**src/rtl/stacked_incr_reg.sv**
```systemverilog
// stacked_incr_reg: program-counter style address register.
// It supports hold, load, increment, decrement, signed-relative add and clear.
// A small LIFO return stack holds CALL/RET return addresses.
// All state updates on the falling edge of clk. rst is synchronous, active-high, and wins over ctrl.
module stacked_incr_reg #(
  parameter int             N         = 8,
  parameter int             STEP      = 1,
  parameter int             DEPTH     = 4,
  parameter bit             SAT       = 1'b0,
  parameter logic [N-1:0]   RESET_VAL = '0,
  localparam int            CW        = $clog2(DEPTH + 1)
) (
  input  logic          clk,
  input  logic          rst,
  input  logic [2:0]    ctrl,
  input  logic [N-1:0]  in,
  output logic [N-1:0]  out,
  output logic          wrap,
  output logic [CW-1:0] stk_count,
  output logic          stk_full,
  output logic          stk_empty,
  output logic          stk_err
);

  // Stack index width: at least one bit, even when DEPTH is 1.
  localparam int IW = (DEPTH > 1) ? $clog2(DEPTH) : 1;

  localparam logic [2:0] OP_HOLD   = 3'b000;
  localparam logic [2:0] OP_LOAD   = 3'b001;
  localparam logic [2:0] OP_INCR   = 3'b010;
  localparam logic [2:0] OP_DECR   = 3'b011;
  localparam logic [2:0] OP_ADDREL = 3'b100;
  localparam logic [2:0] OP_CLEAR  = 3'b101;
  localparam logic [2:0] OP_CALL   = 3'b110;
  localparam logic [2:0] OP_RET    = 3'b111;

  // Arithmetic runs at N+2 bits, so every exact result fits.
  // Bit N+1 set means the result went below 0.
  // Bit N set (with bit N+1 clear) means the result went above 2^N-1.
  localparam logic [N+1:0] STEP_X = (N + 2)'(STEP);

  logic [N-1:0]  r_out;
  logic          r_wrap;
  logic [CW-1:0] r_count;
  logic          r_err;
  logic [N-1:0]  r_stack [DEPTH];

  logic [N+1:0]  w_ext_out;
  logic [N+1:0]  w_inc_x;
  logic [N+1:0]  w_dec_x;
  logic [N+1:0]  w_rel_x;
  logic [N-1:0]  w_ret_addr;
  logic [IW-1:0] w_push_idx;
  logic [IW-1:0] w_pop_idx;
  logic          w_full;
  logic          w_empty;
  logic [N-1:0]  w_nxt_out;
  logic          w_nxt_wrap;
  logic          w_push;
  logic          w_pop;
  logic          w_set_err;

  // Out of range when the exact result is negative or exceeds 2^N-1.
  function automatic logic oob(input logic [N+1:0] x);
    return x[N+1] | x[N];
  endfunction

  // Fold an exact result back into N bits.
  // SAT=0 wraps modulo 2^N. SAT=1 clamps to the nearer bound.
  function automatic logic [N-1:0] fit(input logic [N+1:0] x);
    if (!SAT)        return x[N-1:0];
    else if (x[N+1]) return '0;
    else if (x[N])   return '1;
    else             return x[N-1:0];
  endfunction

  assign w_ext_out  = {2'b00, r_out};
  assign w_inc_x    = w_ext_out + STEP_X;
  assign w_dec_x    = w_ext_out - STEP_X;
  assign w_rel_x    = w_ext_out + {{2{in[N-1]}}, in};

  // The return address is always taken modulo 2^N, even when SAT=1.
  assign w_ret_addr = w_inc_x[N-1:0];

  assign w_push_idx = r_count[IW-1:0];
  assign w_pop_idx  = IW'(r_count - CW'(1));
  assign w_full     = (r_count == CW'(DEPTH));
  assign w_empty    = (r_count == '0);

  // Decode ctrl into the next register value, the wrap flag and the stack actions.
  always_comb begin
    w_nxt_out  = r_out;
    w_nxt_wrap = 1'b0;
    w_push     = 1'b0;
    w_pop      = 1'b0;
    w_set_err  = 1'b0;
    case (ctrl)
      OP_HOLD:   w_nxt_out = r_out;
      OP_LOAD:   w_nxt_out = in;
      OP_INCR: begin
        w_nxt_out  = fit(w_inc_x);
        w_nxt_wrap = oob(w_inc_x);
      end
      OP_DECR: begin
        w_nxt_out  = fit(w_dec_x);
        w_nxt_wrap = oob(w_dec_x);
      end
      OP_ADDREL: begin
        w_nxt_out  = fit(w_rel_x);
        w_nxt_wrap = oob(w_rel_x);
      end
      OP_CLEAR:  w_nxt_out = '0;
      OP_CALL: begin
        // The jump happens even if the push is dropped on a full stack.
        w_nxt_out = in;
        if (w_full) w_set_err = 1'b1;
        else        w_push    = 1'b1;
      end
      OP_RET: begin
        if (w_empty) begin
          w_set_err = 1'b1;
        end else begin
          w_pop     = 1'b1;
          w_nxt_out = r_stack[w_pop_idx];
        end
      end
      default:   w_nxt_out = r_out;
    endcase
  end

  // Register value, wrap flag, stack depth and sticky error.
  always_ff @(negedge clk) begin
    if (rst) begin
      r_out   <= RESET_VAL;
      r_wrap  <= 1'b0;
      r_count <= '0;
      r_err   <= 1'b0;
    end else begin
      r_out  <= w_nxt_out;
      r_wrap <= w_nxt_wrap;
      if (w_push)     r_count <= r_count + CW'(1);
      else if (w_pop) r_count <= r_count - CW'(1);
      if (w_set_err)  r_err   <= 1'b1;
    end
  end

  // Stack storage needs no reset. Only entries below r_count are ever read as valid.
  always_ff @(negedge clk) begin
    if (!rst && w_push) r_stack[w_push_idx] <= w_ret_addr;
  end

  assign out       = r_out;
  assign wrap      = r_wrap;
  assign stk_count = r_count;
  assign stk_full  = w_full;
  assign stk_empty = w_empty;
  assign stk_err   = r_err;

endmodule
```
**config.mk**
```make
export PLATFORM = sky130hd
export DESIGN_NAME = stacked_incr_reg
export DESIGN_NICKNAME = d
export VERILOG_FILES = /design/src/rtl/stacked_incr_reg.sv
export SDC_FILE = /design/constraint.sdc
export NUM_CORES = 1
export LEC_CHECK = 0
export ABC_AREA = 1
export CORE_MARGIN = 1.5
export CORE_UTILIZATION = 57
export DETAILED_ROUTE_END_ITERATION = 8
export GPL_TIMING_DRIVEN = 1
export PLACE_DENSITY = 0.8
export RECOVER_POWER = 25
export SYNTH_ARGS = -nofsm -noshare
export SYNTH_HDL_FRONTEND = slang
export SYNTH_SLANG_ARGS = --single-unit
```
**constraint.sdc**
```tcl
create_clock -name clk -period 3.27 [get_ports clk]
set_clock_uncertainty 0.2 [all_clocks]
set_input_delay 0.981 -clock clk [delete_from_list [all_inputs] [get_ports clk]]
set_output_delay 0.981 -clock clk [all_outputs]
set_load 0.05 [all_outputs]
```
==> metrics.cfg, run 1 <==
[yosys]
ys_ff_latch = 45
ys_warn_count = 0
synth-main-ff-cell = edfxtp_1
yosys.area_share.simple_pct = 30.3
synthArstFlopShare_pct = 0
netlist.area_leader.share_pct = 33.2
yosysUniqueCellTypes = 36
synth_edf_count = 32
syn_area_per_cell_um2 = 7.54
synth_area_leaders = edfxtp_1 (33%), nand2_1 (12%), dfxtp_1 (9.0%)
synth_compound_area_share_pct = 10.1
yosysSeqAreaShare_pct = 42.2
yosys.area.top_type = edfxtp_1
synthesis.nets = 415
synth_area_mm2 = 0.00290
synth-xor-area-share_pct = 1.21
synthCells = 384
synth_top_family_by_area = simple AND/OR/NAND/NOR gates
synthMuxAreaShare_pct = 0
synthAdderAreaFrac_pct = 8.03

[floorplan]
ios = 28
die_h_um = 74.3
dieWidth_um = 74.3
rows = 25
initial_utilization_pct = 60.1

[place]
placed_area_mm2 = 0.00414
io_buffers = 27
place_congestion = 0.917
hpwl_um = 6440

[clocking]
ctsHoldBuffers = 0
htreeDepth = 2
cts_made_buffers = 5
cts_resized = 137
postCtsSetupRepairBufs = 24
clock_sinks = 45
cts.path.max_buffers = 2
root_buffer = clkbuf_8

[run_status]
error_line = [ERROR DPL-0038] Utilization greater than 100%, impossible to legalize
lastStage = clock tree synthesis
outcome = did not finish

[Yosys cell counts, types with 5 or more instances]
cell	count
a21oi_1	22
ha_1	17
dfxtp_1	13
edfxtp_1	32
inv_1	48
nand2_1	94
inv_2	5
nand3_1	39
o21ai_0	23
nand4_1	6
nor2_1	50
[cells by family after synthesis]
| family | after synthesis |
|---|---|
| simple gates | 202 |
| compound gates | 55 |
| xor+xnor | 4 |
| buf+inv | 60 |
| flops | 45 |
| fa+ha+maj | 18 |
[metrics by stage]
step,hold slack (ps),setup TNS (ps),cells,setup WS (ps),util (%)
after detailed placement,310,-53780,526,-1420,85.9
after floorplan,365,-21440,384,-732,-
after global placement,281,-52430,526,-1350,85.9
==> inputs of run 2 (changes only) <==
--- a/config.mk
+++ b/config.mk
@@ -7,10 +7,10 @@
 export LEC_CHECK = 0
 export ABC_AREA = 1
 export CORE_MARGIN = 1.5
-export CORE_UTILIZATION = 57
+export CORE_UTILIZATION = 40
 export DETAILED_ROUTE_END_ITERATION = 8
 export GPL_TIMING_DRIVEN = 1
-export PLACE_DENSITY = 0.8
+export PLACE_DENSITY_LB_ADDON = 0.15
 export RECOVER_POWER = 25
 export SYNTH_ARGS = -nofsm -noshare
 export SYNTH_HDL_FRONTEND = slang
==> metrics.cfg, run 2 <==
[run_status]
outcome = finished, violations left
violations = negative setup slack

[yosys]
synth_edf_count = 32  ; unchanged
ys_ff_latch = 45  ; unchanged
synth_area_leaders = edfxtp_1 (33%), nand2_1 (12%), dfxtp_1 (9.0%)
yosysUniqueCellTypes = 36  ; unchanged
synth-main-ff-cell = edfxtp_1
netlist.area_leader.share_pct = 33.2  ; unchanged
synthesis.nets = 415  ; unchanged
ys_top_cells_by_count = nand2_1 (94), nor2_1 (50), inv_1 (48), nand3_1 (39), edfxtp_1 (32)
yosysMostFrequentCell = nand2_1
ys_warn_count = 0  ; unchanged
syn_area_per_cell_um2 = 7.54  ; unchanged
yosysSeqAreaShare_pct = 42.2  ; unchanged
synthCells = 384  ; unchanged
synth_area_mm2 = 0.00290  ; unchanged
yosys.area.top_type = edfxtp_1
synthArstFlopShare_pct = 0  ; unchanged

[drt]
first_pass_iters = 5
drt-initial-drc-count = 148
wl_per_cell_um = 15.0
wl_um = 9480
vias_per_cell = 5.07
vias = 3208
drc = 0
ant_nets = 0

[pwr]
clockPowerShare_pct = 28.4
p_switching_w = 0.000826
ir_drop_mv = 0.199
power_frac_seq_pct = 32.2
p_per_area_mw_per_mm2 = 403
p_leak_nw = 2.31
p_comb_share_pct = 39.4
p_int_w = 0.00123
swShare_pct = 40.1

[sta]
relSlewSlack_pct = 62.7
hold_slack_ps = 457
hold_viol_final = 0
worst_pin_slew_ps = 554
setup_tns_ps = -20270
setup_viol = 60
drv_slew = 0
rsz0062_at_grt = true
worst_slack_ps = -804

[place]
hpwl_um = 6090  ; -5.5%
placed_area_mm2 = 0.00418  ; +0.94%
io_buffers = 27  ; unchanged
place_congestion = 0.858  ; -6.5%
post-place-ws_ps = -1370  ; +53.1 ps

[cells_and_area]
final_common_cell = inv_1
seq_area_mm2 = 0.00127
antenna_cells = 0
fin_area_mm2 = 0.00511
final_cell_mix = inv_1 (79), nand2_1 (74), buf_4 (54)
nets = 567
multi_input_area_mm2 = 0.00199
largest_register_ffs = 32
layout-drive-gt1-share_pct = 43.8
top_register = r_stack
fillers = 517
areaGrowthSynthToFinish_pct = 76.3

[floorplan]
rows = 30  ; +20%
die-area_mm2 = 0.00776
core_mm2 = 0.00691
die_h_um = 88.1  ; +19%
dieWidth_um = 88.1  ; +19%
initial_utilization_pct = 41.9  ; -18 points
ios = 28  ; unchanged

[setup_path]
critPathCaptureType = output port
worst-setup-path-type = flip-flop to output port
arrival_ps = 2890
cp_slowest_cell = dfxtp_4
ff2ff_path_depth = 8
startpoint_type = flip-flop
crit_chain = inv_6, ha_4, ha_4, buf_12
cp.required_ps = 2090
crit_end = stk_full
max_stage_delay_ps = 360
crit-reg2reg-launch = out[0]$_SDFFE_NP0P_
r2r_end = out[4]$_SDFFE_NP0P_
critPathMaxFanout = 3
cp_common_cell = ha_4
r2r_setup_slack_ps = 1000
crit_start = stk_count[0]$_SDFFE_NP0P_

[clocking]
root_buffer = clkbuf_8
cts_tree = done
htreeDepth = 2  ; unchanged
cts_made_buffers = 5  ; unchanged
cts.path.max_buffers = 2  ; unchanged
cts.clk_slew.worst_paths_ps = 40
clock_sinks = 45  ; unchanged
insertion_delay_ps = 380
ctsHoldBuffers = 0  ; unchanged

[global_routing]
grt_usage_pct = 24.8
grt_max_degree = 18
grt_pass1_vias = 3183
grt_pass1_wl_um = 14600
antenna_found_initial = 0
gr-total-overflow = 0

[min_path]
hold_class = flip-flop to flip-flop

[run]
cap_violations = 0

## run 2: critical path: cells and delay by family (launching register included)
kind / cells / cell delay, ps
buffers and inverters: 2 / 180
adders and majority gates: 2 / 340
DFF: 1 / 360
## run 2: through the flow
| step | instances | total power, W | utilization, % |
|---|---|---|---|
| 2_1_floorplan | 384 | 0.00113 | - |
| 3_3_place_gp | 557 | 0.00140 | 60.5 |
| 3_5_place_dp | 557 | 0.00141 | 60.5 |
| 4_1_cts | 622 | 0.00201 | 70.3 |
| 5_1_grt | 633 | 0.00219 | 73.9 |
| 6_report | 633 | 0.00206 | 73.9 |
## run 2: what timing repair did
| item | 4_1_cts | 5_1_grt |
|---|---|---|
| gates resized for setup | 130 | 56 |
| cloned | 1 | 0 |
| buffers inserted | 14 | 17 |
| pin swaps | 61 | 52 |
| endpoints found under the setup margin | 60 | 60 |
## run 2: layout make-up
class	count	share of cell area, %
well taps	96	2.35
clock buffers	5	1.35
inverters	52	4.58
clock inverters	48	3.70
multi-input cells	279	39.0
repair buffers	108	24.3
flip-flops and latches	45	24.8
## run 2: routing by layer
metal	GRT usage [%]	vias up	routed length, µm
met2	42.1	110	4840
met5	0	-	0
met4	11.5	0	248
met1	30.0	1502	3930
li1	-	1573	-
met3	5.28	23	459
## run 2: logic make-up (layout without fill, tap and decap cells)
kind of cell               after synthesis  in the layout  share of synthesized area (%)
adders and majority gates               18             18                           8.03
buffers and inverters                   60            213                           8.21
xor gates and xnor gates                 4              4                           1.21
and+or+nand+nor                        202            202                           30.3
AOI/OAI and AO/OA                       55             55                           10.1
DFF                                     45             45                           42.2
## run 2: worst min path at each step
stage	end	slack, ps	start	cells after the start
after floorplan	stk_count[2]$_SDFFE_NP0P_	370	stk_count[2]$_SDFFE_NP0P_	2
after global placement	stk_err$_SDFFE_NP0P_	280	stk_err$_SDFFE_NP0P_	2
after detailed placement	stk_err$_SDFFE_NP0P_	280	stk_err$_SDFFE_NP0P_	2
after CTS	stk_err$_SDFFE_NP0P_	370	stk_err$_SDFFE_NP0P_	3
after global routing	stk_count[2]$_SDFFE_NP0P_	470	stk_count[2]$_SDFFE_NP0P_	3
final	out[7]$_SDFFE_NP0P_	460	out[7]$_SDFFE_NP0P_	3
## run 2: power by group through the flow
stage / combinational (W) / sequential [W] / clock, W
after global placement: 0.000643 / 0.000671 / 0.0000842
final: 0.000812 / 0.000663 / 0.000586
after CTS: 0.000751 / 0.000663 / 0.000596
after floorplan: 0.000319 / 0.000730 / 0.0000842
after global routing: 0.000870 / 0.000664 / 0.000654
after detailed placement: 0.000656 / 0.000670 / 0.0000842
Power figures use the tool's default switching activity.
==> inputs of run 3 (changes only) <==
--- a/config.mk
+++ b/config.mk
@@ -6,12 +6,16 @@
 export NUM_CORES = 1
 export LEC_CHECK = 0
 export ABC_AREA = 1
+export CELL_PAD_IN_SITES_DETAIL_PLACEMENT = 1
+export CELL_PAD_IN_SITES_GLOBAL_PLACEMENT = 1
+export CORE_ASPECT_RATIO = 0.6
 export CORE_MARGIN = 1.5
 export CORE_UTILIZATION = 40
 export DETAILED_ROUTE_END_ITERATION = 8
 export GPL_TIMING_DRIVEN = 1
 export PLACE_DENSITY_LB_ADDON = 0.15
 export RECOVER_POWER = 25
+export SLEW_MARGIN = 20
 export SYNTH_ARGS = -nofsm -noshare
 export SYNTH_HDL_FRONTEND = slang
 export SYNTH_SLANG_ARGS = --single-unit
==> metrics.cfg, run 3 <==
[yosys]
yosys.area.top_type = edfxtp_1
yosysSeqAreaShare_pct = 42.2  ; unchanged
netlist.area_leader.share_pct = 33.2  ; unchanged
yosysMostFrequentCell = nand2_1
ys_ff_latch = 45  ; unchanged
yosysUniqueCellTypes = 36  ; unchanged
ys_top_cells_by_count = nand2_1 (94), nor2_1 (50), inv_1 (48), nand3_1 (39), edfxtp_1 (32)
synthesis.nets = 415  ; unchanged
syn_area_per_cell_um2 = 7.54  ; unchanged
synth-main-ff-cell = edfxtp_1
synthCells = 384  ; unchanged
synth_area_leaders = edfxtp_1 (33%), nand2_1 (12%), dfxtp_1 (9.0%)
ys_warn_count = 0  ; unchanged
synthArstFlopShare_pct = 0  ; unchanged
synth_edf_count = 32  ; unchanged
synth_area_mm2 = 0.00290  ; unchanged

[place]
placed_area_mm2 = 0.00415  ; -0.81%
hpwl_um = 8220  ; +35%
io_buffers = 27  ; unchanged
place_congestion = 0.859  ; +0.20%

[clocking]
cts.path.max_buffers = 2  ; unchanged
root_buffer = clkbuf_16
ctsHoldBuffers = 0  ; unchanged
cts_resized = 152  ; +17%
cts_made_buffers = 5  ; unchanged
postCtsSetupRepairBufs = 29  ; +15
htreeDepth = 2  ; unchanged
clock_sinks = 45  ; unchanged

[run_status]
outcome = did not finish
lastStage = clock tree synthesis
error_line = [ERROR DPL-0033] detailed placement checks failed during check placement.

[floorplan]
ios = 28  ; unchanged
rows = 23  ; -23%
die_h_um = 68.9  ; -22%
initial_utilization_pct = 42.3  ; +0.35 points
dieWidth_um = 113  ; +28%

==> run 3: cell counts after synthesis <==
No cell type changed its count.
==> run 3: cell families after synthesis <==
kind of cell | synth area share, %
flops | 42.2
compound gates | 10.1
simple gates | 30.3
buf+inv | 8.21
xor+xnor | 1.21
fa+ha+maj | 8.03
==> run 3: stage by stage <==
step	setup TNS [ps]	hold WS, ps	setup WS, ps	instances
3_5_place_dp	-56300	314	-1470	545
3_3_place_gp	-53430	287	-1360	545
2_1_floorplan	-21440	365	-732	384
